==> src/rtl/wb_pkg.sv <==
// Shared types for the write-back commit stage: byte-count encodings, drain states,
// the store-queue entry layout at default widths, and the last-byte helper.
package wb_pkg;

    localparam int WB_DATA_W = 8;
    localparam int WB_ADR_W  = 16;

    typedef enum logic [1:0] {
        ONE   = 2'd0,
        TWO   = 2'd1,
        THREE = 2'd2
    } wb_cnt_e;

    typedef enum logic {
        IDLE = 1'b0,
        SEND = 1'b1
    } wb_state_e;

    typedef struct packed {
        logic [WB_ADR_W-1:0]       adr;
        logic [2:0][WB_DATA_W-1:0] bytes;
        logic [1:0]                cnt;
        logic                      dec;
    } wb_entry_t;

    // Encoding 3 is illegal on the bus and is handled as a 3-byte write.
    function automatic logic [1:0] last_idx(input logic [1:0] cnt);
        return (cnt == 2'd3) ? 2'(THREE) : cnt;
    endfunction

endpackage

==> src/rtl/wb_store_queue.sv <==
// Store-queue FIFO with wrap-bit pointers; push is ignored when full,
// pop is ignored when empty. Head is a combinational read of the storage.
module wb_store_queue #(
    parameter  int WIDTH = 8,
    parameter  int DEPTH = 4,
    localparam int PW    = $clog2(DEPTH)
) (
    input  logic             clk_i,
    input  logic             rst_n_i,
    input  logic             push_i,
    input  logic             pop_i,
    input  logic [WIDTH-1:0] wdata_i,
    output logic [WIDTH-1:0] head_o,
    output logic             full_o,
    output logic             empty_o,
    output logic [PW:0]      count_o
);

    logic [PW:0]                 wr_q, rd_q;
    logic [DEPTH-1:0][WIDTH-1:0] mem_q;

    assign empty_o = (wr_q == rd_q);
    assign full_o  = (wr_q[PW] != rd_q[PW]) && (wr_q[PW-1:0] == rd_q[PW-1:0]);
    assign count_o = wr_q - rd_q;
    assign head_o  = mem_q[rd_q[PW-1:0]];

    always_ff @(posedge clk_i or negedge rst_n_i) begin
        if (!rst_n_i) begin
            wr_q <= '0;
            rd_q <= '0;
        end else begin
            if (push_i && !full_o)
                wr_q <= wr_q + (PW+1)'(1);
            if (pop_i && !empty_o)
                rd_q <= rd_q + (PW+1)'(1);
        end
    end

    always_ff @(posedge clk_i) begin
        if (push_i && !full_o)
            mem_q[wr_q[PW-1:0]] <= wdata_i;
    end

endmodule

==> src/rtl/wb_commit_queue.sv <==
// Write-back stage: commits A/X/Y loads and queues 1-3 byte stores that drain one byte
// per memory handshake. Define WB_BYPASS_EN to forward committing loads onto a_o/x_o/y_o.
module wb_commit_queue
    import wb_pkg::*;
#(
    parameter int DATA_W   = 8,
    parameter int ADR_W    = 16,
    parameter int SQ_DEPTH = 4
) (
    input  logic                clk_i,
    input  logic                rst_n_i,
    input  logic                gbl_stl_i,
    input  logic                wait_to_fill_pipe_i,
    input  logic                wb_vld_i,
    input  logic                ra_ld_i,
    input  logic                rx_ld_i,
    input  logic                ry_ld_i,
    input  logic                mem_wr_i,
    input  logic [1:0]          mem_wr_cnt_i,
    input  logic                adr_dec_i,
    input  logic [DATA_W-1:0]   p_i,
    input  logic [2*DATA_W-1:0] dat_i,
    input  logic [ADR_W-1:0]    eff_adr_i,
    input  logic                mem_w_rdy_i,
    output logic [DATA_W-1:0]   a_o,
    output logic [DATA_W-1:0]   x_o,
    output logic [DATA_W-1:0]   y_o,
    output logic                wb_stl_o,
    output logic                sq_empty_o,
    output logic                mem_w_enb_o,
    output logic [ADR_W-1:0]    mem_w_adr_o,
    output logic [DATA_W-1:0]   mem_w_dat_o
);

    localparam int PW = $clog2(SQ_DEPTH);

    // Same layout as wb_entry_t, sized by this instance's parameters.
    typedef struct packed {
        logic [ADR_W-1:0]       adr;
        logic [2:0][DATA_W-1:0] bytes;
        logic [1:0]             cnt;
        logic                   dec;
    } entry_t;

    logic [DATA_W-1:0] a_q, x_q, y_q;
    wb_state_e         state_q;
    logic [1:0]        k_q;

    logic              full, empty, commit, push, pop, send;
    logic [PW:0]       count;
    logic [1:0]        last;
    logic [ADR_W-1:0]  byte_adr;
    entry_t            push_ent, head;

    assign commit   = wb_vld_i & ~gbl_stl_i & ~wait_to_fill_pipe_i & ~(mem_wr_i & full);
    assign push     = commit & mem_wr_i;
    assign wb_stl_o = wb_vld_i & mem_wr_i & full & ~gbl_stl_i & ~wait_to_fill_pipe_i;

    always_comb begin
        push_ent          = '0;
        push_ent.adr      = eff_adr_i;
        push_ent.bytes[0] = dat_i[DATA_W-1:0];
        push_ent.bytes[1] = dat_i[2*DATA_W-1:DATA_W];
        push_ent.bytes[2] = p_i;
        push_ent.cnt      = mem_wr_cnt_i;
        push_ent.dec      = adr_dec_i;
    end

    wb_store_queue #(
        .WIDTH ($bits(entry_t)),
        .DEPTH (SQ_DEPTH)
    ) u_sq (
        .clk_i   (clk_i),
        .rst_n_i (rst_n_i),
        .push_i  (push),
        .pop_i   (pop),
        .wdata_i (push_ent),
        .head_o  (head),
        .full_o  (full),
        .empty_o (empty),
        .count_o (count)
    );

    always_ff @(posedge clk_i or negedge rst_n_i) begin
        if (!rst_n_i) begin
            a_q <= '0;
            x_q <= '0;
            y_q <= '0;
        end else if (commit) begin
            if (ra_ld_i) a_q <= dat_i[DATA_W-1:0];
            if (rx_ld_i) x_q <= dat_i[DATA_W-1:0];
            if (ry_ld_i) y_q <= dat_i[DATA_W-1:0];
        end
    end

`ifdef WB_BYPASS_EN
    assign a_o = (commit && ra_ld_i) ? dat_i[DATA_W-1:0] : a_q;
    assign x_o = (commit && rx_ld_i) ? dat_i[DATA_W-1:0] : x_q;
    assign y_o = (commit && ry_ld_i) ? dat_i[DATA_W-1:0] : y_q;
`else
    assign a_o = a_q;
    assign x_o = x_q;
    assign y_o = y_q;
`endif

    assign send = (state_q == SEND);
    assign last = last_idx(head.cnt);
    assign pop  = send & mem_w_rdy_i & (k_q == last);

    // Entering SEND on the push itself lets byte 0 appear the cycle after the commit.
    always_ff @(posedge clk_i or negedge rst_n_i) begin
        if (!rst_n_i) begin
            state_q <= IDLE;
            k_q     <= 2'd0;
        end else begin
            case (state_q)
                IDLE: begin
                    k_q <= 2'd0;
                    if (push || !empty)
                        state_q <= SEND;
                end
                SEND: begin
                    if (mem_w_rdy_i) begin
                        if (k_q != last) begin
                            k_q <= k_q + 2'd1;
                        end else begin
                            k_q <= 2'd0;
                            if (count <= (PW+1)'(1) && !push)
                                state_q <= IDLE;
                        end
                    end
                end
                default: begin
                    state_q <= IDLE;
                    k_q     <= 2'd0;
                end
            endcase
        end
    end

    assign byte_adr    = head.dec ? head.adr - ADR_W'(k_q) : head.adr + ADR_W'(k_q);
    assign mem_w_enb_o = send;
    assign mem_w_adr_o = send ? byte_adr : '0;
    assign mem_w_dat_o = send ? head.bytes[k_q] : '0;
    assign sq_empty_o  = empty & ~send;

endmodule
==> config.mk <==
export PLATFORM = sky130hd
export DESIGN_NAME = wb_commit_queue
export DESIGN_NICKNAME = d
export VERILOG_FILES = /design/src/rtl/wb_pkg.sv /design/src/rtl/wb_store_queue.sv /design/src/rtl/wb_commit_queue.sv
export SDC_FILE = /design/constraint.sdc
export NUM_CORES = 1
export LEC_CHECK = 0
export ABC_AREA = 1
export BUFFER_PORTS_ARGS = -buffer_cell sky130_fd_sc_hd__buf_2
export CORE_ASPECT_RATIO = 1.4
export CORE_MARGIN = 1.5
export CORE_UTILIZATION = 60
export CTS_CLUSTER_SIZE = 12
export DETAILED_ROUTE_END_ITERATION = 10
export GPL_TIMING_DRIVEN = 0
export PLACE_DENSITY = 0.89
export SETUP_SLACK_MARGIN = 0.1
export SYNTH_ARGS = -nofsm -noshare
export SYNTH_HDL_FRONTEND = slang
export SYNTH_SLANG_ARGS = --single-unit
==> constraint.sdc <==
create_clock -name clk_i -period 10.9 [get_ports clk_i]
set_clock_uncertainty 0.05 [all_clocks]
set_input_delay 2.18 -clock clk_i [delete_from_list [all_inputs] [get_ports clk_i]]
set_output_delay 2.18 -clock clk_i [all_outputs]
set_load 0.01 [all_outputs]
==> impl_results.html, run 1 <==
<table>
<tr><th>Metric</th><th>Value</th></tr>
<tr><th colspan="2">Worst setup path</th></tr>
<tr><td>Endpoint of the most critical setup path</td><td>mem_w_adr_o[13]</td></tr>
<tr><td>Critical register-to-register path endpoint</td><td>u_sq.mem_q[54]$_DFFE_PP_</td></tr>
<tr><td>Setup crit end kind</td><td>output pin</td></tr>
<tr><td>Critical path's largest stage delay</td><td>500 ps</td></tr>
<tr><td>Crit-path slowest cell</td><td>sky130_fd_sc_hd__dfrtp_1</td></tr>
<tr><td>Total number of cells along the worst setup path</td><td>20</td></tr>
<tr><td>Element type at the critical path start</td><td>flip-flop</td></tr>
<tr><td>Crit path arrival time</td><td>4010 ps</td></tr>
<tr><td>Setup Crit Path Kind</td><td>reg2out</td></tr>
<tr><td>Cell repeated most along the worst path</td><td>sky130_fd_sc_hd__nand2_1</td></tr>
<tr><td>Critical path launch point</td><td>u_sq.rd_q[1]$_DFFE_PN0P_</td></tr>
<tr><td>Sum of buffers and inverters on the critical path</td><td>7</td></tr>
<tr><td>Ordered list of cells on the worst path</td><td>inv_2, buf_6, buf_2, clkbuf_1, buf_2, o21ai_0, o22ai_1, ha_1, nand2_1, nor2_1, a211oi_1, inv_1, nand3_2, nand2_1, nand2_2, nand2_1, nand3_1, nand2_1, nor2_1, buf_2</td></tr>
<tr><td>Top Family by Delay on Critical Path</td><td>buffers and inverters</td></tr>
<tr><td>Setup slack, reg-to-reg</td><td>6560 ps</td></tr>
<tr><td>Largest driver fanout on the critical path</td><td>11</td></tr>
<tr><td>Data required time at the worst endpoint</td><td>8670 ps</td></tr>
<tr><td>Worst flop-to-flop path startpoint</td><td>u_sq.rd_q[1]$_DFFE_PN0P_</td></tr>
<tr><td>Cell depth of the worst flop-to-flop path</td><td>12</td></tr>
<tr><th colspan="2">STA</th></tr>
<tr><td>Number of endpoints failing setup at the final stage</td><td>0</td></tr>
<tr><td>Count of endpoints failing hold in the final timing report</td><td>0</td></tr>
<tr><td>Final sum of negative setup slack</td><td>0 ps</td></tr>
<tr><td>Final period demand of the worst path</td><td>6240 ps</td></tr>
<tr><td>Slew of the pin with the lowest slew margin</td><td>907 ps</td></tr>
<tr><td>Unrepaired setup endpoints after global routing</td><td>no</td></tr>
<tr><td>Share of the cycle needed by the critical path after routing</td><td>57.3%</td></tr>
<tr><td>Final hold slack</td><td>434 ps</td></tr>
<tr><td>Max Clock Freq</td><td>160 MHz</td></tr>
<tr><td>Count of final max-slew check failures</td><td>0</td></tr>
<tr><td>Remaining max-slew budget at the tightest pin</td><td>39.4%</td></tr>
<tr><th colspan="2">Final layout</th></tr>
<tr><td>Non-filler instance count after layout</td><td>1165</td></tr>
<tr><td>Final cell utilization of the core</td><td>71.2%</td></tr>
<tr><td>Highest-count cells in the layout ignoring fill and taps</td><td>sky130_fd_sc_hd__edfxtp_1, sky130_fd_sc_hd__nand2_1, sky130_fd_sc_hd__buf_2</td></tr>
<tr><td>Most common cell after layout, fill and taps aside</td><td>sky130_fd_sc_hd__edfxtp_1</td></tr>
<tr><td>Layout Nets</td><td>1035</td></tr>
<tr><td>Fraction of final layout cells sized beyond drive strength 1</td><td>18.1%</td></tr>
<tr><td>Multi-input gate area in the final layout</td><td>2750 um2</td></tr>
<tr><td>Seq. cell area</td><td>5990 um2</td></tr>
<tr><td>Filler instances</td><td>1017</td></tr>
<tr><td>Post-synthesis to final-layout area growth</td><td>16.4%</td></tr>
<tr><th colspan="2">Global routing</th></tr>
<tr><td>Total global-route track usage</td><td>28.4%</td></tr>
<tr><td>Overflow left after global routing</td><td>0</td></tr>
<tr><td>Number of global-route vias before repair</td><td>6881</td></tr>
<tr><td>Number of antenna violations at the first check in global routing</td><td>1</td></tr>
<tr><td>Pin count of the biggest net entering global routing</td><td>34</td></tr>
<tr><td>Global-route wire length before repair</td><td>34800 um</td></tr>
<tr><th colspan="2">Flow run</th></tr>
<tr><td># Max-Cap Violations</td><td>0</td></tr>
<tr><th colspan="2">Placed design</th></tr>
<tr><td>Half-perimeter wire length after detailed placement</td><td>15200 um</td></tr>
<tr><td>Final weighted congestion in routability-driven placement</td><td>0.938</td></tr>
<tr><td>Number of cells after detailed placement</td><td>1126</td></tr>
<tr><td>PortBufs</td><td>103</td></tr>
<tr><th colspan="2">Power</th></tr>
<tr><td>Part of the total power dissipated in combinational logic</td><td>51.9%</td></tr>
<tr><td>Power density cells</td><td>312 nW/um2</td></tr>
<tr><td>Final total power</td><td>3.33 mW</td></tr>
<tr><td>Peak supply drop</td><td>0.000287 V</td></tr>
<tr><td>Cell-internal power</td><td>1.89 mW</td></tr>
<tr><td>NetSw</td><td>1.44 mW</td></tr>
<tr><td>Portion of total power attributed to sequential cells</td><td>28.9%</td></tr>
<tr><td>Leakage power figure</td><td>4.31 nW</td></tr>
<tr><td>Switch share</td><td>43.1%</td></tr>
<tr><td>Clock network power share</td><td>19.2%</td></tr>
<tr><th colspan="2">Worst hold path</th></tr>
<tr><td>Worst hold path type</td><td>reg2reg</td></tr>
<tr><td>Worst Min Path Start</td><td>a_o[2]$_DFFE_PN0P_</td></tr>
<tr><th colspan="2">Floorplan</th></tr>
<tr><td>Starting density of the core</td><td>61.2%</td></tr>
<tr><td>Die Wd</td><td>107 um</td></tr>
<tr><td>Cell Rows</td><td>53</td></tr>
<tr><td>Core Area</td><td>15000 um2</td></tr>
<tr><td>I/O pin cnt</td><td>104</td></tr>
<tr><td>Die Outline Area</td><td>16000 um2</td></tr>
<tr><td>Vertical die dimension</td><td>149 um</td></tr>
<tr><th colspan="2">Clock tree</th></tr>
<tr><td>Deepest clock path buffer count</td><td>3</td></tr>
<tr><td>Number of buffers inserted for hold repair after clock tree synthesis</td><td>0</td></tr>
<tr><td>Number of clock sinks</td><td>205</td></tr>
<tr><td>TritonCTS clock tree</td><td>built</td></tr>
<tr><td>Clock transition at path regs</td><td>60 ps</td></tr>
<tr><td>TritonCTS Buffers</td><td>21</td></tr>
<tr><td>Clock latency on the worst-skew pair</td><td>480 ps</td></tr>
<tr><td>Clock root buffer</td><td>sky130_fd_sc_hd__clkbuf_16</td></tr>
<tr><td>Number of setup buffers added after CTS</td><td>0</td></tr>
<tr><td>Htree depth</td><td>1</td></tr>
<tr><td>Post_cts resized</td><td>0</td></tr>
<tr><th colspan="2">Logic synthesis</th></tr>
<tr><td>Synthesized netlist net count</td><td>904</td></tr>
<tr><td>Number of unique standard cell types used by synthesis</td><td>39</td></tr>
<tr><td>Cells after synthesis</td><td>826</td></tr>
<tr><td>Warnings, synthesis</td><td>0</td></tr>
<tr><td>Portion of the post-synthesis area used by sequential elements</td><td>65.4%</td></tr>
<tr><td>Synth async-reset ratio</td><td>16.1%</td></tr>
<tr><td>Most instantiated flip-flop cell in the synthesis netlist</td><td>sky130_fd_sc_hd__edfxtp_1</td></tr>
<tr><td>Number of synthesized register bits</td><td>205</td></tr>
<tr><td>Netlist area before placement</td><td>9170 um2</td></tr>
<tr><td>Number of synthesized flops with an enable pin</td><td>172</td></tr>
<tr><td>Mean post-synth cell area</td><td>11.1 um2</td></tr>
<tr><th colspan="2">Routing</th></tr>
<tr><td>Remaining DRCs</td><td>0</td></tr>
<tr><td>Total vias in the final route</td><td>6893</td></tr>
<tr><td>Post-route ant nets</td><td>0</td></tr>
<tr><td>Wire length per cell</td><td>19.2 um</td></tr>
<tr><td>Number of DRC markers after the initial detailed-route iteration</td><td>655</td></tr>
<tr><td>DR vias/cell</td><td>5.92</td></tr>
<tr><td>Drt total wl</td><td>22400 um</td></tr>
<tr><td>Detailed Routing Iterations Pass 1</td><td>6</td></tr>
<tr><th colspan="2">Outcome</th></tr>
<tr><td>Outcome</td><td>finished, final reports clean</td></tr>
</table>
-- Yosys cell counts, types with 3 or more instances --
library cell,number,area (um2)
sky130_fd_sc_hd__edfxtp_1,172,5160
sky130_fd_sc_hd__nand2_1,123,462
sky130_fd_sc_hd__nor2_1,104,390
sky130_fd_sc_hd__o21ai_0,100,500
sky130_fd_sc_hd__inv_1,68,255
sky130_fd_sc_hd__nand3_1,40,200
sky130_fd_sc_hd__a21oi_1,35,175
sky130_fd_sc_hd__dfrtp_1,33,826
sky130_fd_sc_hd__ha_1,23,288
sky130_fd_sc_hd__o22ai_1,20,125
sky130_fd_sc_hd__clkbuf_1,15,56.3
sky130_fd_sc_hd__o221ai_1,14,123
sky130_fd_sc_hd__buf_2,13,65.1
sky130_fd_sc_hd__nand2_2,9,56.3
sky130_fd_sc_hd__xor2_1,6,52.6
sky130_fd_sc_hd__buf_6,5,56.3
sky130_fd_sc_hd__nand3_2,5,50.1
sky130_fd_sc_hd__nand3b_1,5,37.5
sky130_fd_sc_hd__o211ai_1,3,22.5
sky130_fd_sc_hd__xnor2_1,3,26.3
-- per-stage QoR --
stage                     instance area [um2]  worst slack (ps)
final                                   10700              4660
after global routing                    10700              4380
after CTS                               10700              4640
after detailed placement                10100              5150
after global placement                   9920              4200
after floorplan                          9170              5860
-- worst min-delay path by stage --
stage                          endpoint  slack, ps  cells past startpoint
2_1_floorplan  u_sq.wr_q[2]$_DFFE_PN0P_        410                      1
3_3_place_gp         a_o[6]$_DFFE_PN0P_        420                      2
3_5_place_dp         a_o[2]$_DFFE_PN0P_        420                      2
4_1_cts              a_o[2]$_DFFE_PN0P_        430                      2
5_1_grt              a_o[2]$_DFFE_PN0P_        460                      2
6_report             a_o[2]$_DFFE_PN0P_        430                      2
-- worst min-delay path, delay by kind of cell (launching register included) --
kind | cells | cell delay, ps
flops | 1 | 340
compound gates | 1 | 60
simple gates | 1 | 50
-- sequential cells by signal (all words and copies together), names as in the netlist --
signal	flops
mem_w_enb_o	1
k_q	2
a_o	8
u_sq.wr_q	3
x_o	8
u_sq.mem_q	172
u_sq.rd_q	3
y_o	8
-- metal layers --
metal / wire length, um / vias up / part of all wire, % / global-route usage, %
li1: - / 3172 / - / -
met1: 7870 / 3259 / 35 / 32.7
met2: 11700 / 384 / 52 / 51.1
met3: 1830 / 78 / 8.2 / 4.50
met4: 1040 / 0 / 4.6 / 14.3
met5: 0 / - / 0 / 0
-- final cells by class --
| cell class | instances | area share, % |
|---|---|---|
| Antenna cell | 2 | 0.0469 |
| Buffer | 35 | 1.81 |
| Clock buffer | 36 | 5.45 |
| Clock inverter | 1 | 0.106 |
| Inverter | 71 | 2.50 |
| Multi-Input combinational cell | 515 | 25.7 |
| Sequential cell | 205 | 56.1 |
| Tap cell | 192 | 2.25 |
| Timing Repair Buffer | 108 | 5.98 |
-- logic make-up (layout without fill, tap and decap cells) --
logic type                 Yosys count  after routing  share of synthesized area (%)
adders and majority gates           25             25                           3.58
other                                0              2                              0
buffers and inverters              106            251                           5.01
DFF                                205            205                           65.4
xor gates and xnor gates             9              9                          0.860
and+or+nand+nor                    300            300                           14.1
AOI/OAI and AO/OA                  181            181                           11.1
-- power by group through the flow --
stage | logic, mW | registers, mW | clock network, mW
2_1_floorplan | 1.13 | 0.983 | 0
3_3_place_gp | 1.62 | 0.976 | 0
3_5_place_dp | 1.68 | 0.975 | 0
4_1_cts | 1.70 | 0.963 | 0.639
5_1_grt | 1.90 | 0.969 | 0.671
6_report | 1.73 | 0.964 | 0.639
Power figures use the tool's default switching activity.
==> run 2: changes to the inputs <==
--- a/config.mk
+++ b/config.mk
@@ -5,15 +5,15 @@
 export SDC_FILE = /design/constraint.sdc
 export NUM_CORES = 1
 export LEC_CHECK = 0
-export ABC_AREA = 1
+export ABC_AREA = 0
 export BUFFER_PORTS_ARGS = -buffer_cell sky130_fd_sc_hd__buf_2
 export CORE_ASPECT_RATIO = 1.4
 export CORE_MARGIN = 1.5
-export CORE_UTILIZATION = 60
+export CORE_UTILIZATION = 52
 export CTS_CLUSTER_SIZE = 12
 export DETAILED_ROUTE_END_ITERATION = 10
 export GPL_TIMING_DRIVEN = 0
-export PLACE_DENSITY = 0.89
+export PLACE_DENSITY = 0.82
 export SETUP_SLACK_MARGIN = 0.1
 export SYNTH_ARGS = -nofsm -noshare
 export SYNTH_HDL_FRONTEND = slang
==> constraint.sdc (replaced) <==
create_clock -name clk_i -period 5.6 [get_ports clk_i]
set_clock_uncertainty 0.05 [all_clocks]
set_input_delay 1.12 -clock clk_i [delete_from_list [all_inputs] [get_ports clk_i]]
set_output_delay 1.12 -clock clk_i [all_outputs]
set_load 0.01 [all_outputs]
==> run 2 against run 1 <==
Count of clock-buffer cells in the layout is the same. Register-to-register slack got worse by 4800 ps. Non-clock buffer count is 19 lower. Worst hold slack improved by 15 ps. Die area increased by 11%. Final cell count fell by 27%. Critical endpoint is now mem_w_adr_o[11].
==> impl_results.html, run 2 <==
<table>
<tr><th>Metric</th><th>Value</th></tr>
<tr><th colspan="2">STA</th></tr>
<tr><td>Remaining max-slew budget at the tightest pin</td><td>51.0% (was 39.4%)</td></tr>
<tr><td>Share of the cycle needed by the critical path after routing</td><td>93.8%</td></tr>
<tr><td>Count of endpoints failing hold in the final timing report</td><td>0 (unchanged)</td></tr>
<tr><td>Slew of the pin with the lowest slew margin</td><td>725 ps (was 907 ps)</td></tr>
<tr><td>Unrepaired setup endpoints after global routing</td><td>yes (was no)</td></tr>
<tr><td>Max Clock Freq</td><td>190 MHz</td></tr>
<tr><td>Final hold slack</td><td>449 ps (was 434 ps)</td></tr>
<tr><td>Final period demand of the worst path</td><td>5250 ps</td></tr>
<tr><td>Count of final max-slew check failures</td><td>0 (unchanged)</td></tr>
<tr><td>Number of endpoints failing setup at the final stage</td><td>0 (unchanged)</td></tr>
<tr><td>Final sum of negative setup slack</td><td>0 ps (unchanged)</td></tr>
<tr><th colspan="2">Worst hold path</th></tr>
<tr><td>Number of cells traversed by the worst hold path</td><td>1 (was 2)</td></tr>
<tr><td>Worst hold path type</td><td>reg2reg (unchanged)</td></tr>
<tr><td>Worst Min Path Start</td><td>y_o[7]$_DFFE_PN0P_ (was a_o[2]$_DFFE_PN0P_)</td></tr>
<tr><th colspan="2">Final layout</th></tr>
<tr><td>Most common cell after layout, fill and taps aside</td><td>sky130_fd_sc_hd__edfxtp_1 (unchanged)</td></tr>
<tr><td>Multi-input gate area in the final layout</td><td>2720 um2 (was 2750 um2)</td></tr>
<tr><td>Highest-count cells in the layout ignoring fill and taps</td><td>sky130_fd_sc_hd__edfxtp_1, sky130_fd_sc_hd__buf_2, sky130_fd_sc_hd__mux4_2 (was sky130_fd_sc_hd__edfxtp_1, sky130_fd_sc_hd__nand2_1, sky130_fd_sc_hd__buf_2)</td></tr>
<tr><td>Count of antenna diodes in the layout</td><td>0 (was 2)</td></tr>
<tr><td>Final cell utilization of the core</td><td>61.9% (was 71.2%)</td></tr>
<tr><td>Fraction of final layout cells sized beyond drive strength 1</td><td>34.6% (was 18.1%)</td></tr>
<tr><td>Post-synthesis to final-layout area growth</td><td>17.0% (was 16.4%)</td></tr>
<tr><td>Layout Nets</td><td>711 (was 1035)</td></tr>
<tr><td>Filler instances</td><td>1211 (was 1017)</td></tr>
<tr><td>Flip-flop count of the largest register after layout</td><td>172 (unchanged)</td></tr>
<tr><td>Seq. cell area</td><td>5990 um2 (about the same)</td></tr>
<tr><th colspan="2">Clock tree</th></tr>
<tr><td>TritonCTS Buffers</td><td>21 (unchanged)</td></tr>
<tr><td>Clock latency on the worst-skew pair</td><td>490 ps (was 480 ps)</td></tr>
<tr><td>Deepest clock path buffer count</td><td>3 (unchanged)</td></tr>
<tr><td>Clock root buffer</td><td>sky130_fd_sc_hd__clkbuf_16 (unchanged)</td></tr>
<tr><td>Number of clock sinks</td><td>205 (unchanged)</td></tr>
<tr><td>Clock transition at path regs</td><td>60 ps (about the same)</td></tr>
<tr><td>TritonCTS clock tree</td><td>built (unchanged)</td></tr>
<tr><td>Htree depth</td><td>1 (unchanged)</td></tr>
<tr><th colspan="2">Logic synthesis</th></tr>
<tr><td>Mean post-synth cell area</td><td>17.5 um2 (was 11.1 um2)</td></tr>
<tr><td>Area fraction of the dominant cell type after synthesis</td><td>58.6% (was 56.4%)</td></tr>
<tr><td>Warnings, synthesis</td><td>0 (unchanged)</td></tr>
<tr><td>Synthesized netlist net count</td><td>582 (was 904)</td></tr>
<tr><td>Netlist area before placement</td><td>8820 um2 (was 9170 um2)</td></tr>
<tr><td>Cells after synthesis</td><td>504 (was 826)</td></tr>
<tr><td>Portion of the post-synthesis area used by sequential elements</td><td>67.9% (was 65.4%)</td></tr>
<tr><td>Number of synthesized flops with an enable pin</td><td>172 (unchanged)</td></tr>
<tr><td>Number of unique standard cell types used by synthesis</td><td>51 (was 39)</td></tr>
<tr><td>Synth area leader</td><td>sky130_fd_sc_hd__edfxtp_1 (unchanged)</td></tr>
<tr><td>Synth async-reset ratio</td><td>16.1% (unchanged)</td></tr>
<tr><td>Most instantiated library cell after synthesis</td><td>sky130_fd_sc_hd__edfxtp_1 (unchanged)</td></tr>
<tr><td>Most frequent cells after synthesis</td><td>sky130_fd_sc_hd__edfxtp_1, sky130_fd_sc_hd__mux4_2, sky130_fd_sc_hd__dfrtp_1 (was sky130_fd_sc_hd__edfxtp_1, sky130_fd_sc_hd__nand2_1, sky130_fd_sc_hd__nor2_1)</td></tr>
<tr><td>Most instantiated flip-flop cell in the synthesis netlist</td><td>sky130_fd_sc_hd__edfxtp_1 (unchanged)</td></tr>
<tr><td>Number of synthesized register bits</td><td>205 (unchanged)</td></tr>
<tr><td>Area contributors post-synth</td><td>sky130_fd_sc_hd__edfxtp_1, sky130_fd_sc_hd__mux4_2, sky130_fd_sc_hd__dfrtp_1 (was sky130_fd_sc_hd__edfxtp_1, sky130_fd_sc_hd__dfrtp_1, sky130_fd_sc_hd__o21ai_0)</td></tr>
<tr><th colspan="2">Worst setup path</th></tr>
<tr><td>Cell depth of the worst flop-to-flop path</td><td>8 (was 12)</td></tr>
<tr><td>Setup Crit Path Kind</td><td>reg2out (unchanged)</td></tr>
<tr><td>Largest driver fanout on the critical path</td><td>19 (was 11)</td></tr>
<tr><td>Setup crit end kind</td><td>output pin (unchanged)</td></tr>
<tr><td>Data required time at the worst endpoint</td><td>4430 ps (was 8670 ps)</td></tr>
<tr><td>Element type at the critical path start</td><td>flip-flop (unchanged)</td></tr>
<tr><td>Crit path arrival time</td><td>4080 ps (was 4010 ps)</td></tr>
<tr><td>Critical path launch point</td><td>u_sq.rd_q[1]$_DFFE_PN0P_ (unchanged)</td></tr>
<tr><td>Worst flop-to-flop path startpoint</td><td>u_sq.rd_q[1]$_DFFE_PN0P_ (unchanged)</td></tr>
<tr><th colspan="2">Global routing</th></tr>
<tr><td>Overflow left after global routing</td><td>0 (unchanged)</td></tr>
<tr><td>Number of global-route vias before repair</td><td>5358 (was 6881)</td></tr>
<tr><td>Pin count of the biggest net entering global routing</td><td>35 (was 34)</td></tr>
<tr><td>Global-route wire length before repair</td><td>27600 um (was 34800 um)</td></tr>
<tr><td>Number of antenna violations at the first check in global routing</td><td>1 (unchanged)</td></tr>
<tr><td>Total global-route track usage</td><td>20.2% (was 28.4%)</td></tr>
<tr><th colspan="2">Routing</th></tr>
<tr><td>Number of DRC markers after the initial detailed-route iteration</td><td>273 (was 655)</td></tr>
<tr><td>Wire length per cell</td><td>20.3 um (was 19.2 um)</td></tr>
<tr><td>DR vias/cell</td><td>5.68 (was 5.92)</td></tr>
<tr><td>Detailed Routing Iterations Pass 1</td><td>4 (was 6)</td></tr>
<tr><td>Remaining DRCs</td><td>0 (unchanged)</td></tr>
<tr><td>Drt total wl</td><td>17300 um (was 22400 um)</td></tr>
<tr><td>Post-route ant nets</td><td>0 (unchanged)</td></tr>
<tr><td>Total vias in the final route</td><td>4828 (was 6893)</td></tr>
<tr><th colspan="2">Power</th></tr>
<tr><td>Cell-internal power</td><td>3.77 mW (was 1.89 mW)</td></tr>
<tr><td>Leakage power figure</td><td>3.88 nW (was 4.31 nW)</td></tr>
<tr><td>Part of the total power dissipated in combinational logic</td><td>47.4% (was 51.9%)</td></tr>
<tr><td>Clock network power share</td><td>20.8% (was 19.2%)</td></tr>
<tr><td>Peak supply drop</td><td>0.000352 V (was 0.000287 V)</td></tr>
<tr><td>Switch share</td><td>35.7% (was 43.1%)</td></tr>
<tr><td>Power density cells</td><td>569 nW/um2 (was 312 nW/um2)</td></tr>
<tr><td>NetSw</td><td>2.10 mW (was 1.44 mW)</td></tr>
<tr><td>Portion of total power attributed to sequential cells</td><td>31.8% (was 28.9%)</td></tr>
<tr><th colspan="2">Floorplan</th></tr>
<tr><td>Starting density of the core</td><td>52.9% (was 61.2%)</td></tr>
<tr><td>Die Wd</td><td>113 um (was 107 um)</td></tr>
<tr><td>Vertical die dimension</td><td>157 um (was 149 um)</td></tr>
<tr><td>Cell Rows</td><td>56 (was 53)</td></tr>
<tr><td>I/O pin cnt</td><td>104 (unchanged)</td></tr>
<tr><td>Die Outline Area</td><td>17800 um2 (was 16000 um2)</td></tr>
<tr><td>Core Area</td><td>16700 um2 (was 15000 um2)</td></tr>
<tr><th colspan="2">Placed design</th></tr>
<tr><td>PortBufs</td><td>103 (unchanged)</td></tr>
<tr><td>Final weighted congestion in routability-driven placement</td><td>0.836 (was 0.938)</td></tr>
<tr><td>Half-perimeter wire length after detailed placement</td><td>12000 um (was 15200 um)</td></tr>
<tr><th colspan="2">Flow run</th></tr>
<tr><td># Max-Cap Violations</td><td>0 (unchanged)</td></tr>
<tr><th colspan="2">Outcome</th></tr>
<tr><td>Outcome</td><td>finished, final reports clean (unchanged)</td></tr>
</table>
==> run 2: final cells by class <==
| class | count | share of cell area, % |
|---|---|---|
| flip-flops and latches | 205 | 58.1 |
| multi-input cells | 269 | 26.4 |
| repair buffers | 108 | 5.85 |
| clock buffers | 36 | 5.64 |
| well taps | 203 | 2.46 |
| plain buffers | 16 | 1.07 |
| inverters | 12 | 0.449 |
| clock inverters | 1 | 0.0849 |
==> run 2: power by group through the flow <==
| stage | clock network [mW] | logic, mW | registers, mW |
|---|---|---|---|
| CTS | 1.24 | 2.76 | 1.87 |
| finish | 1.22 | 2.78 | 1.87 |
| detailed placement | 0 | 2.73 | 1.89 |
| global route | 1.30 | 3.07 | 1.88 |
| global placement | 0 | 2.63 | 1.89 |
| floorplan | 0 | 1.90 | 1.91 |
==> run 2: path summary, 6_finish.rpt <==
check / to / slack, ps
max: mem_w_adr_o[11] / 350
min: y_o[7]$_DFFE_PN0P_ / 450
max reg2reg: u_sq.mem_q[148]$_DFFE_PP_ / 1790
min in group asynchronous: k_q[1]$_DFFE_PN0P_ / 650
min reg2reg: y_o[7]$_DFFE_PN0P_ / 450
max in group asynchronous: u_sq.rd_q[0]$_DFFE_PN0P_ / 4330
==> run 2: logic make-up after synthesis <==
logic type | share of synthesized area, %
AND/OR/NAND/NOR | 4.95
buffers and inverters | 1.48
adder cells (fa/ha/maj) | 3.72
multiplexers | 16.2
AO/OA/AOI/OAI | 3.96
flip-flops | 67.9
XOR/XNOR | 1.79
==> run 2: per-layer routing <==
| layer | routed length (um) | global-route usage [%] | up-vias |
|---|---|---|---|
| met5 | 12 | 0 | - |
| met2 | 9550 | 39.3 | 157 |
| li1 | - | - | 2225 |
| met3 | 984 | 3.00 | 30 |
| met1 | 6430 | 22.8 | 2414 |
| met4 | 276 | 5.71 | 2 |
==> run 2: critical path, stage by stage (launching register included) <==
cell and delay [ps]:
sky130_fd_sc_hd__dfrtp_1 350, sky130_fd_sc_hd__buf_4 300, sky130_fd_sc_hd__clkbuf_2 340, sky130_fd_sc_hd__buf_2 340
sky130_fd_sc_hd__mux4_2 400, sky130_fd_sc_hd__ha_1 330, sky130_fd_sc_hd__a21o_1 170, sky130_fd_sc_hd__a21o_1 230
sky130_fd_sc_hd__a221oi_4 340, sky130_fd_sc_hd__o21ai_2 170, sky130_fd_sc_hd__a41oi_1 270, sky130_fd_sc_hd__mux2i_1 200
sky130_fd_sc_hd__buf_2 140
==> run 2: timing repair <==
action / 4_1_cts / 5_1_grt
setup buffers: 0 / 1
endpoints found under the hold margin: 0 / 0
endpoints found under the setup margin: 11 / 6
hold buffers: 0 / 0
resized for setup: 9 / 8
==> run 2: metrics by stage <==
stage | worst slack (ps) | total power [mW] | cells | cell area (um2)
after floorplan | 766 | 3.82 | 504 | 8820
after global placement | -80.8 | 4.52 | 810 | 9590
after detailed placement | -31.7 | 4.62 | 814 | 9670
after CTS | 86.6 | 5.87 | 849 | 10300
after global routing | 92.4 | 6.24 | 850 | 10300
final | 345 | 5.87 | 850 | 10300
==> run 3: changes to the inputs <==
--- a/config.mk
+++ b/config.mk
@@ -9,12 +9,13 @@
 export BUFFER_PORTS_ARGS = -buffer_cell sky130_fd_sc_hd__buf_2
 export CORE_ASPECT_RATIO = 1.4
 export CORE_MARGIN = 1.5
-export CORE_UTILIZATION = 52
+export CORE_UTILIZATION = 53
 export CTS_CLUSTER_SIZE = 12
 export DETAILED_ROUTE_END_ITERATION = 10
 export GPL_TIMING_DRIVEN = 0
-export PLACE_DENSITY = 0.82
+export PLACE_DENSITY = 0.83
 export SETUP_SLACK_MARGIN = 0.1
 export SYNTH_ARGS = -nofsm -noshare
 export SYNTH_HDL_FRONTEND = slang
+export SYNTH_HIERARCHICAL = 1
 export SYNTH_SLANG_ARGS = --single-unit
==> run 3 against run 2 <==
The flow now finishes with violations (design-rule violations). Synthesized cell count is 2.0% higher. Cell area increased by 0.35%. Count of clock-buffer cells in the layout shrank 1.
==> impl_results.html, run 3 <==
<table>
<tr><th>Metric</th><th>Value</th></tr>
<tr><th colspan="2">Outcome</th></tr>
<tr><td>Outcome</td><td>complete, but fails checks (was finished, final reports clean)</td></tr>
<tr><td>Violations in the final reports</td><td>design-rule violations</td></tr>
<tr><th colspan="2">Logic synthesis</th></tr>
<tr><td>Synthesized netlist net count</td><td>595 (was 582)</td></tr>
<tr><td>Netlist area before placement</td><td>8880 um2 (was 8820 um2)</td></tr>
<tr><td>Mean post-synth cell area</td><td>17.3 um2 (was 17.5 um2)</td></tr>
<tr><td>Cells after synthesis</td><td>514 (was 504)</td></tr>
<tr><td>Warnings, synthesis</td><td>6 (was 0)</td></tr>
<tr><th colspan="2">Final layout</th></tr>
<tr><td>Most common cell after layout, fill and taps aside</td><td>sky130_fd_sc_hd__edfxtp_1 (unchanged)</td></tr>
<tr><td>Count of antenna diodes in the layout</td><td>0 (unchanged)</td></tr>
<tr><td>Fraction of final layout cells sized beyond drive strength 1</td><td>33.5% (was 34.6%)</td></tr>
<tr><td>Highest-count cells in the layout ignoring fill and taps</td><td>sky130_fd_sc_hd__edfxtp_1, sky130_fd_sc_hd__buf_2, sky130_fd_sc_hd__mux4_2 (unchanged)</td></tr>
<tr><td>Layout Nets</td><td>725 (was 711)</td></tr>
<tr><td>Post-synthesis to final-layout area growth</td><td>16.6% (was 17.0%)</td></tr>
<tr><td>Flip-flop count of the largest register after layout</td><td>172 (unchanged)</td></tr>
<tr><th colspan="2">STA</th></tr>
<tr><td>Final period demand of the worst path</td><td>5200 ps (was 5250 ps)</td></tr>
<tr><td>Number of endpoints failing setup at the final stage</td><td>0 (unchanged)</td></tr>
<tr><td>Remaining max-slew budget at the tightest pin</td><td>49.9% (was 51.0%)</td></tr>
<tr><td>Final hold slack</td><td>454 ps (was 449 ps)</td></tr>
<tr><td>Count of endpoints failing hold in the final timing report</td><td>0 (unchanged)</td></tr>
<tr><td>Slew of the pin with the lowest slew margin</td><td>751 ps (was 725 ps)</td></tr>
<tr><td>Count of final max-slew check failures</td><td>0 (unchanged)</td></tr>
<tr><td>Max Clock Freq</td><td>192 MHz (was 190 MHz)</td></tr>
<tr><td>Final sum of negative setup slack</td><td>0 ps (unchanged)</td></tr>
<tr><td>Unrepaired setup endpoints after global routing</td><td>no (was yes)</td></tr>
<tr><td>Share of the cycle needed by the critical path after routing</td><td>92.9% (was 93.8%)</td></tr>
<tr><th colspan="2">Floorplan</th></tr>
<tr><td>Core Area</td><td>16300 um2 (was 16700 um2)</td></tr>
<tr><td>Die Outline Area</td><td>17600 um2 (was 17800 um2)</td></tr>
<tr><td>I/O pin cnt</td><td>104 (unchanged)</td></tr>
<tr><td>Cell Rows</td><td>55 (was 56)</td></tr>
<tr><td>Die Wd</td><td>112 um (was 113 um)</td></tr>
<tr><td>Vertical die dimension</td><td>156 um (was 157 um)</td></tr>
<tr><td>Starting density of the core</td><td>54.5% (was 52.9%)</td></tr>
<tr><th colspan="2">Worst hold path</th></tr>
<tr><td>Worst hold path type</td><td>reg2reg (unchanged)</td></tr>
<tr><th colspan="2">Power</th></tr>
<tr><td>Power density cells</td><td>580 nW/um2 (was 569 nW/um2)</td></tr>
<tr><td>Leakage power figure</td><td>3.87 nW (was 3.88 nW)</td></tr>
<tr><td>Peak supply drop</td><td>0.000357 V (was 0.000352 V)</td></tr>
<tr><td>Final total power</td><td>6.00 mW (was 5.87 mW)</td></tr>
<tr><th colspan="2">Global routing</th></tr>
<tr><td>Global-route wire length before repair</td><td>28200 um (was 27600 um)</td></tr>
<tr><td>Pin count of the biggest net entering global routing</td><td>34 (was 35)</td></tr>
<tr><td>Number of antenna violations at the first check in global routing</td><td>1 (unchanged)</td></tr>
<tr><td>Overflow left after global routing</td><td>0 (unchanged)</td></tr>
<tr><td>Number of global-route vias before repair</td><td>5295 (was 5358)</td></tr>
<tr><td>Total global-route track usage</td><td>21.1% (was 20.2%)</td></tr>
<tr><th colspan="2">Worst setup path</th></tr>
<tr><td>Setup Crit Path Kind</td><td>reg2out (unchanged)</td></tr>
<tr><td>Largest driver fanout on the critical path</td><td>17 (was 19)</td></tr>
<tr><td>Data required time at the worst endpoint</td><td>4430 ps (about the same)</td></tr>
<tr><td>Element type at the critical path start</td><td>flip-flop (unchanged)</td></tr>
<tr><td>Setup crit end kind</td><td>output pin (unchanged)</td></tr>
<tr><td>Crit path arrival time</td><td>4030 ps (was 4080 ps)</td></tr>
<tr><th colspan="2">Clock tree</th></tr>
<tr><td>TritonCTS clock tree</td><td>built (unchanged)</td></tr>
<tr><td>Clock latency on the worst-skew pair</td><td>480 ps (was 490 ps)</td></tr>
<tr><td>Htree depth</td><td>1 (unchanged)</td></tr>
<tr><td>Number of buffers inserted for hold repair after clock tree synthesis</td><td>0 (unchanged)</td></tr>
<tr><td>TritonCTS Buffers</td><td>21 (unchanged)</td></tr>
<tr><td>Clock root buffer</td><td>sky130_fd_sc_hd__clkbuf_16 (unchanged)</td></tr>
<tr><td>Deepest clock path buffer count</td><td>3 (unchanged)</td></tr>
<tr><td>Number of clock sinks</td><td>205 (unchanged)</td></tr>
<tr><td>Clock transition at path regs</td><td>60 ps (about the same)</td></tr>
<tr><th colspan="2">Flow run</th></tr>
<tr><td># Max-Cap Violations</td><td>0 (unchanged)</td></tr>
<tr><th colspan="2">Routing</th></tr>
<tr><td>Remaining DRCs</td><td>6 (was 0)</td></tr>
<tr><td>DR vias/cell</td><td>5.77 (was 5.68)</td></tr>
<tr><td>Drt total wl</td><td>17900 um (was 17300 um)</td></tr>
<tr><td>Post-route ant nets</td><td>0 (unchanged)</td></tr>
<tr><td>Number of DRC markers after the initial detailed-route iteration</td><td>297 (was 273)</td></tr>
<tr><td>Total vias in the final route</td><td>4936 (was 4828)</td></tr>
<tr><td>Wire length per cell</td><td>20.9 um (was 20.3 um)</td></tr>
<tr><td>Detailed Routing Iterations Pass 1</td><td>8 (was 4)</td></tr>
<tr><th colspan="2">Placed design</th></tr>
<tr><td>PortBufs</td><td>103 (unchanged)</td></tr>
<tr><td>Half-perimeter wire length after detailed placement</td><td>12500 um (was 12000 um)</td></tr>
<tr><td>Final weighted congestion in routability-driven placement</td><td>0.833 (was 0.836)</td></tr>
</table>
## run 3: metal layers
metal / wire (um) / up-vias / global-route usage (%) / share of wire [%]
li1: - / 2263 / - / -
met1: 6550 / 2433 / 24.2 / 37
met2: 9620 / 196 / 39.5 / 54
met3: 1190 / 44 / 3.85 / 6.6
met4: 568 / 0 / 7.59 / 3.2
met5: 0 / - / 0 / 0
## run 3: power breakdown
group	switching (mW)	internal (mW)
logic	1.56	1.29
clock network	0.516	0.756
registers	0.0821	1.79
## run 3: critical path, cell delays in order, from the launching register on
cell and delay [ps]:
sky130_fd_sc_hd__dfrtp_1 400, sky130_fd_sc_hd__buf_4 230, sky130_fd_sc_hd__buf_6 220, sky130_fd_sc_hd__mux4_2 550, sky130_fd_sc_hd__or2_4 370, sky130_fd_sc_hd__ha_1 370, sky130_fd_sc_hd__and3b_1 220, sky130_fd_sc_hd__a211oi_1 310
sky130_fd_sc_hd__o21ai_0 250, sky130_fd_sc_hd__a21oi_1 210, sky130_fd_sc_hd__mux2i_1 240, sky130_fd_sc_hd__buf_2 160
## run 3: final cells by class
class | instances | area (um2)
multi-input cells | 282 | 2750
plain buffers | 16 | 103
flip-flops and latches | 205 | 5990
inverters | 11 | 41.3
well taps | 199 | 249
clock buffers | 35 | 588
clock inverters | 1 | 30.0
repair buffers | 107 | 596
fillers | 1133 | 5960
## run 3: timing repair
item,CTS,global route
resized for setup,0,1
endpoints found under the hold margin,0,0
setup buffers,0,0
setup endpoints to repair,0,2
## run 3: worst paths after layout
| path | start | to | slack (ps) | cells after the start |
|---|---|---|---|---|
| worst min register to register | y_o[1]$_DFFE_PN0P_ | y_o[1]$_DFFE_PN0P_ | 450 | 1 |
| worst min-delay path | y_o[1]$_DFFE_PN0P_ | y_o[1]$_DFFE_PN0P_ | 450 | 1 |
| min in group asynchronous | rst_n_i | y_o[7]$_DFFE_PN0P_ | 660 | 1 |
| worst max-delay path | u_sq/rd_q[0]$_DFFE_PN0P_ | mem_w_adr_o[13] | 400 | 11 |
| worst max register to register | u_sq/rd_q[1]$_DFFE_PN0P_ | u_sq/mem_q[107]$_DFFE_PP_ | 1890 | 10 |
| max in group asynchronous | rst_n_i | a_o[2]$_DFFE_PN0P_ | 4360 | 1 |
## run 3: metrics by stage
step / instance area (um2) / cells / setup WS [ps] / util [%]
2_1_floorplan: 8880 / 514 / 1200 / -
3_3_place_gp: 9650 / 816 / 794 / 59.1
3_5_place_dp: 9730 / 820 / 725 / 59.7
4_1_cts: 10300 / 856 / 207 / 63.5
5_1_grt: 10400 / 856 / 111 / 63.5
6_report: 10400 / 856 / 398 / 63.5
